**src/rtl/heavyhash_pkg.sv**
```systemverilog
// Shared parameters and state encoding for the heavyhash matrix datapath and
// its downstream XOR/packing stage.
package heavyhash_pkg;

  localparam int PROD_W  = 16;
  localparam int LANES   = 4;
  localparam int WORDS   = 16;
  localparam int HASH_W  = 256;
  localparam int NIB_MSB = 13;
  localparam int NIB_LSB = 10;

  localparam int NIB_W  = NIB_MSB - NIB_LSB + 1;
  localparam int NPROD  = LANES * WORDS;
  localparam int WORD_W = LANES * PROD_W;
  localparam int CNT_W  = $clog2(WORDS + 1);
  localparam int IDX_W  = $clog2(WORDS);

  typedef enum logic [1:0] {
    IDLE,
    COLLECT,
    XOR,
    OUT
  } state_t;

endpackage

```
**src/rtl/heavyhash_xor_packer_nibble_pack.sv**
```systemverilog
// Combinational reduction of 64 dot products to their result nibbles, packed
// two per byte, plus a flag for any product exceeding the nibble's range.
module nibble_pack
  import heavyhash_pkg::*;
(
  input  logic [NPROD*PROD_W-1:0] prods,
  output logic [HASH_W-1:0]       packed_vec,
  output logic                    range_any
);

  always_comb begin
    packed_vec = '0;
    range_any  = 1'b0;
    for (int n = 0; n < NPROD; n++) begin
      range_any = range_any | (|prods[PROD_W*n + NIB_MSB + 1 +: PROD_W - NIB_MSB - 1]);
      // Even product index lands in the high nibble of its byte, odd in the low.
      packed_vec[NIB_W*(n ^ 1) +: NIB_W] = prods[PROD_W*n + NIB_LSB +: NIB_W];
    end
  end

endmodule

```
**src/rtl/heavyhash_xor_packer.sv**
```systemverilog
// Drains one hash worth of products, reduces and packs them, XORs with the
// original hash and offers the digest downstream over valid/ready.
module heavyhash_xor_packer
  import heavyhash_pkg::*;
(
  input  logic              clk,
  input  logic              rst,
  input  logic              prod_empty,
  input  logic [WORD_W-1:0] prod_data,
  output logic              prod_re,
  input  logic              orig_empty,
  input  logic [HASH_W-1:0] orig_data,
  output logic              orig_re,
  output logic              out_valid,
  output logic [HASH_W-1:0] out_data,
  input  logic              out_ready,
  output logic              range_err
);

  state_t state, next_state;

  logic [CNT_W-1:0]             issued;
  logic [CNT_W-1:0]             received;
  logic                         prod_pending;
  logic                         orig_pending;
  logic [WORDS-1:0][WORD_W-1:0] word_buf;
  logic [HASH_W-1:0]            hash_reg;
  logic [HASH_W-1:0]            packed_vec;
  logic                         range_any;

  nibble_pack u_nibble_pack (
    .prods      (word_buf),
    .packed_vec (packed_vec),
    .range_any  (range_any)
  );

  always_ff @(posedge clk or posedge rst) begin
    if (rst) state <= IDLE;
    else     state <= next_state;
  end

  // Leave COLLECT on the cycle the last word lands so XOR follows directly.
  always_comb begin
    next_state = state;
    case (state)
      IDLE:    if (!orig_empty) next_state = COLLECT;
      COLLECT: if (prod_pending && received == CNT_W'(WORDS - 1)) next_state = XOR;
      XOR:     next_state = OUT;
      OUT:     if (out_ready) next_state = IDLE;
      default: next_state = IDLE;
    endcase
  end

  // orig_re is gated by rst so no read escapes while reset holds the FSM in IDLE.
  always_comb begin
    prod_re   = 1'b0;
    orig_re   = 1'b0;
    out_valid = 1'b0;
    case (state)
      IDLE:    orig_re   = !orig_empty && !rst;
      COLLECT: prod_re   = !prod_empty && (issued < CNT_W'(WORDS));
      OUT:     out_valid = 1'b1;
      default: ;
    endcase
  end

  always_ff @(posedge clk or posedge rst) begin
    if (rst) begin
      issued       <= '0;
      received     <= '0;
      prod_pending <= 1'b0;
      orig_pending <= 1'b0;
      word_buf     <= '0;
      hash_reg     <= '0;
      out_data     <= '0;
      range_err    <= 1'b0;
    end else begin
      prod_pending <= prod_re;
      orig_pending <= orig_re;
      if (state == IDLE) begin
        issued   <= '0;
        received <= '0;
      end else begin
        if (prod_re) issued <= issued + CNT_W'(1);
        if (prod_pending) begin
          word_buf[received[IDX_W-1:0]] <= prod_data;
          received                      <= received + CNT_W'(1);
        end
      end
      if (orig_pending) hash_reg <= orig_data;
      if (state == XOR) begin
        out_data  <= packed_vec ^ hash_reg;
        range_err <= range_err | range_any;
      end
    end
  end

endmodule

```
**config.mk**
```make
export PLATFORM = sky130hd
export DESIGN_NAME = heavyhash_xor_packer
export DESIGN_NICKNAME = d
export VERILOG_FILES = /design/src/rtl/heavyhash_pkg.sv /design/src/rtl/heavyhash_xor_packer_nibble_pack.sv /design/src/rtl/heavyhash_xor_packer.sv
export SDC_FILE = /design/constraint.sdc
export NUM_CORES = 2
export LEC_CHECK = 0
export BUFFER_PORTS_ARGS = -buffer_cell sky130_fd_sc_hd__buf_4
export CAP_MARGIN = 20
export CORE_MARGIN = 8
export CORE_UTILIZATION = 45
export DETAILED_ROUTE_END_ITERATION = 16
export SLEW_MARGIN = 20
export SYNTH_ARGS = -nofsm -noshare
export SYNTH_HDL_FRONTEND = slang
export SYNTH_HIERARCHICAL = 1
export SYNTH_SLANG_ARGS = --single-unit
```
**constraint.sdc**
```tcl
create_clock -name clk -period 139.5 [get_ports clk]
set_input_delay 27.9 -clock clk [delete_from_list [all_inputs] [get_ports clk]]
set_output_delay 27.9 -clock clk [all_outputs]
set_load 0.02 [all_outputs]
```
After elaboration in Yosys (flattened, before gate mapping)

Cells that the tools add are included.

Word-level logic and storage cells: 192
Bits in read-only memories: 0
Bits in writable memories: 0
Memories: 0
Register bits after elaboration: 1551
Bits of input ports: 325
Output and inout bits: 260
Latch bits: 0

Eq/ne operators: 7
Magnitude comparators: 3
Bitwise gates (word level): 66
Reductions and logical operators: 76
Divide/modulo/power cells: 0
Multipliers: 0
Add/subtract/negate cells: 2
Mux-type cells: 14
Shift-type cells: 0

Operators by type and width:

| operator                                                   | number |
|---|---|
| bitwise mux 1024 bit                                       | 1 |
| demux 64 bit (select 4 bit)                                | 1 |
| XOR 256 bit                                                | 1 |
| OR reduction 2 bit                                         | 64 |
| 2-to-1 mux 64 bit                                          | 1 |
| bitwise OR 1 bit                                           | 64 |
| 2-to-1 mux 5 bit                                           | 4 |
| adder 5 x 1 -> 5 bit, second input constant                | 2 |
| case mux 2 bit (4 select lines)                            | 1 |
| 2-to-1 mux 2 bit                                           | 3 |
| != test 2 bit, second input constant                       | 3 |
| == test 5 x 4 -> 1 bit, second input constant              | 1 |
| less-than comparator 4 x 5 -> 1 bit, second input constant | 1 |
| less-than comparator 5 bit, second input constant          | 1 |
| == test 2 bit, second input constant                       | 2 |
| >= comparator 4 x 1 -> 1 bit, second input constant        | 1 |
| logical AND 1 bit                                          | 4 |
| nonzero test 2 bit                                         | 2 |
| zero test 1 bit                                            | 3 |
| 2-to-1 mux 1 bit                                           | 3 |
| AND reduction 3 bit                                        | 1 |
| == test 2 x 1 -> 1 bit, second input constant              | 1 |
| zero test 2 bit                                            | 1 |
| AND reduction 2 bit                                        | 1 |
| inverter 1 bit                                             | 1 |

Depth between registers and ports, before layout

Depth in word-level cells: 65
Mapped depth: 7

By module

The synthesis kept the hierarchy.

Modules (own cells, without submodules):

| module               | area an instance (um^2) | times used | cells an instance |
|---|---|---|---|
| heavyhash_xor_packer | 60092.6                 | 1          | 3928 |
| nibble_pack          | 2194.6                  | 1          | 299 |

Least setup slack after synthesis

No wires, ideal clock.

Path kind: input to output
Start point: input prod_empty
End point: output prod_re
Buffers on the path: 0
Cell stages on the path: 1
Setup slack: 82.829 ns
Arrival time: 28.771 ns
Cell sequence: nor3b_1

Cells in the longest elaborated chain, start to end: 3

Ends and longest elaborated chain:

| item              | RTL line                   | text |
|---|---|---|
| from (decl)       | heavyhash_xor_packer.sv:8  | `input logic prod_empty,` |
| zero test 1 bit   | heavyhash_xor_packer.sv:61 | `COLLECT: prod_re = !prod_empty && (issued < CNT_W'(WORDS));` |
| logical AND 1 bit | heavyhash_xor_packer.sv:61 |  |
| 2-to-1 mux 1 bit  | heavyhash_xor_packer.sv:59 | `case (state)` |
| to (decl)         | heavyhash_xor_packer.sv:10 | `output logic prod_re,` |

No other way between the ends.

Final worst setup path

Same ends and word-level chain as after synthesis.

==> impl_metrics.sql <==
INSERT INTO impl_metrics (metric_group, metric, value, unit) VALUES
('run_status', 'run_status', 'finished, final reports clean', ''),
('final_layout', 'stdcell_count', '4341', ''),
('clock_tree', 'postCtsResizedCells', '0', ''),
('sta', 'fmax', '17.58', 'MHz'),
('sta', 'fin_hold_ws', '0.4603', 'ns'),
('grt', 'first_pass_grt_wire_length', '149.2', 'mm'),
('power_and_ir_drop', 'power.density_cell_area', '24.39', 'mW/mm²'),
('floorplanning', 'rows', '107', ''),
('drt', 'drtPass1Iterations', '5', ''),
('sta', 'tightestPinTransition', '1.143', 'ns'),
('clock_tree', 'root_buffer', 'sky130_fd_sc_hd__clkbuf_16', ''),
('grt', 'grt_antenna_before_repair', '12', ''),
('worst_setup_path', 'path_max_fanout', '6', ''),
('clock_tree', 'cts-buffers-inserted', '99', ''),
('clock_tree', 'clock_latency', '0.65', 'ns'),
('final_layout', 'layout.nets', '3444', ''),
('clock_tree', 'tritoncts_sinks', '911', ''),
('placed_design', 'gp_routability_congestion', '0.7789', ''),
('floorplanning', 'die_h', '308.4', 'µm'),
('drt', 'first_iter_violations', '1207', ''),
('grt', 'pin_count_of_the_biggest_net_entering_global_routing', '221', ''),
('run', 'drv.max_cap_violation_count', '0', ''),
('clock_tree', 'cts_tree', 'yes', ''),
('clock_tree', 'cts_post_setup_buffers_inserted', '0', ''),
('grt', 'grt_pass1_vias', '23850', ''),
('worst_setup_path', 'worst-setup-path-type', 'input pin to primary output', ''),
('grt', 'global_route.usage.total', '20.38', '%'),
('final_layout', 'fillers', '7177', ''),
('clock_tree', 'clk_transition_reported_paths', '0.06', 'ns'),
('worst_setup_path', 'timing.critical_path.required', '111.60', 'ns'),
('drt', 'final_antenna_net_count', '0', ''),
('grt', 'grt_overflow', '0', ''),
('worst_setup_path', 'crit_path_start_kind', 'input pin', ''),
('yosys', 'count_of_mapped_cells_out_of_synthesis', '2898', ''),
('final_layout', 'max_ffs_per_register', '384', ''),
('sta', 'fin_crit', '56.88', 'ns'),
('sta', 'report.final.hold_viol_count', '0', ''),
('floorplanning', 'boundaryPins', '585', ''),
('sta', 'slew_headroom', '23.77', '%'),
('min_path', 'min_path_type', 'flop to flop', ''),
('yosys', 'postSynthAreaPerCell', '13.28', 'µm²'),
('yosys', 'post_synth_instance_area', '0.03848', 'mm²'),
('clock_tree', 'cts_max_level', '3', ''),
('final_layout', 'signed_area_change_from_the_synthesized_netlist_to_the_final_layout', '16.46', '%'),
('power_and_ir_drop', 'worst_ir_drop_vdd', '0.01695', 'mV'),
('placed_design', 'place.port_buffers', '544', ''),
('clock_tree', 'cts_hold_buf', '0', ''),
('final_layout', 'final_layout_size_suffix_gt1_share', '43.39', '%'),
('yosys', 'synthesis.yosys.warnings', '6', ''),
('power_and_ir_drop', 'overall_power_after_layout', '1093', 'µW'),
('floorplanning', 'die-area', '0.09511', 'mm²'),
('drt', 'routed_wl', '98.32', 'mm'),
('sta', 'setup_viol', '0', ''),
('clock_tree', 'clock_path_buffers', '3', ''),
('yosys', 'synth.net_count', '3233', ''),
('placed_design', 'dpl_worst_slack', '82.64', 'ns'),
('placed_design', 'numPlacedInstances', '4151', ''),
('sta', 'maxSlewViolCount', '0', ''),
('drt', 'drcViolationCount', '0', ''),
('sta', 'tns', '0', 'ns'),
('worst_setup_path', 'worstPathArrival', '28.98', 'ns'),
('sta', 'layout_worst_path_cycle_share', '40.77', '%'),
('sta', 'final.setup_skew', '0.02290', 'ns'),
('drt', 'route.vias.total', '21980', ''),
('floorplanning', 'core', '0.08501', 'mm²'),
('placed_design', 'hpwlAfterDp', '63.02', 'mm'),
('sta', 'worst_slack', '82.62', 'ns'),
('floorplanning', 'floorplan.initialDensity', '45.26', '%'),
('floorplanning', 'die_w', '308.4', 'µm'),
('drt', 'average_routed_wire_per_standard_cell', '22.65', 'µm'),
('sta', 'unrepaired_setup_endpoints_after_global_routing', 'false', ''),
('drt', 'routed_via_density', '5.062', ''),
('power_and_ir_drop', 'power.static_leakage', '0.02053', 'µW'),
('worst_setup_path', 'end_kind', 'primary output', '');
==> power by group <==
part / leakage, µW / internal (µW) / total, µW / switching (µW)
clock network: 0.00168 / 162 / 269 / 108
logic: 0.00764 / 187 / 363 / 176
registers: 0.0112 / 380 / 460 / 80.6
==> area by class of cell <==
class	count	area [µm²]	area share, %
flip-flops and latches	911	22800	50.88
multi-input cells	1519	12770	28.50
repair buffers	572	4352	9.711
clock buffers	147	2919	6.514
well taps	1144	1431	3.194
clock inverters	35	489.2	1.092
inverters	6	30.03	0.06701
diodes	7	17.52	0.03909
==> metrics by stage <==
stage | instance area [µm²] | util (%)
2_1_floorplan | 38480 | -
3_3_place_gp | 41360 | 48.65
3_5_place_dp | 41360 | 48.65
4_1_cts | 44770 | 52.66
5_1_grt | 44790 | 52.69
6_report | 44810 | 52.71
==> path summary, 6_finish.rpt <==
path	slack, ns	depth (start not counted)	from	end
worst max-delay path	82.62	3	prod_empty	prod_re
worst min register to register	0.46	1	range_err$_DFFE_PP0P_	range_err$_DFFE_PP0P_
worst min-delay path	0.46	1	range_err$_DFFE_PP0P_	range_err$_DFFE_PP0P_
max in group asynchronous	108.80	5	rst	hash_reg[102]$_DFFE_PP0P_
worst max register to register	135.95	3	orig_pending$_DFF_PP0_	hash_reg[127]$_DFFE_PP0P_
min in group asynchronous	27.45	2	rst	orig_pending$_DFF_PP0_
==> routing by layer <==
layer | vias up | wire, µm | track usage, %
li1 | 9953 | - | -
met1 | 11370 | 41590 | 26.36
met2 | 507 | 48260 | 34.08
met3 | 144 | 6061 | 4.930
met4 | 4 | 2394 | 5.820
met5 | - | 27 | 0
==> cell usage in the layout, fill, tap and decap left out, types with 2 or more instances in the layout <==
cell and count:
sky130_fd_sc_hd__mux2i_1 3, sky130_fd_sc_hd__nor4_1 33, sky130_fd_sc_hd__nand4_1 10, sky130_fd_sc_hd__clkinvlp_4 2, sky130_fd_sc_hd__clkbuf_8 24, sky130_fd_sc_hd__clkbuf_16 100, sky130_fd_sc_hd__clkbuf_1 23, sky130_fd_sc_hd__mux2_1 11
sky130_fd_sc_hd__bufinv_16 9, sky130_fd_sc_hd__or3_2 2, sky130_fd_sc_hd__a21oi_1 256, sky130_fd_sc_hd__buf_12 3, sky130_fd_sc_hd__buf_4 568, sky130_fd_sc_hd__mux2_2 571, sky130_fd_sc_hd__nor2b_1 2, sky130_fd_sc_hd__or3_1 2
sky130_fd_sc_hd__inv_6 2, sky130_fd_sc_hd__clkinv_16 2, sky130_fd_sc_hd__clkinv_2 18, sky130_fd_sc_hd__nor2_1 267, sky130_fd_sc_hd__nor2_4 2, sky130_fd_sc_hd__inv_1 5, sky130_fd_sc_hd__xnor2_1 259, sky130_fd_sc_hd__nand3b_4 4
sky130_fd_sc_hd__nand2_1 4, sky130_fd_sc_hd__diode_2 7, sky130_fd_sc_hd__nor2_2 10, sky130_fd_sc_hd__dfrtp_1 910, sky130_fd_sc_hd__nand2b_1 2, sky130_fd_sc_hd__mux2_4 60, sky130_fd_sc_hd__ha_1 9, sky130_fd_sc_hd__nor3b_1 2
sky130_fd_sc_hd__xor2_1 2
==> critical path, stage by stage <==
cell	delay [ns]
sky130_fd_sc_hd__buf_4	0.12
sky130_fd_sc_hd__nor3b_1	0.66
sky130_fd_sc_hd__buf_4	0.29
No activity file was read; power rests on OpenSTA's default activity.
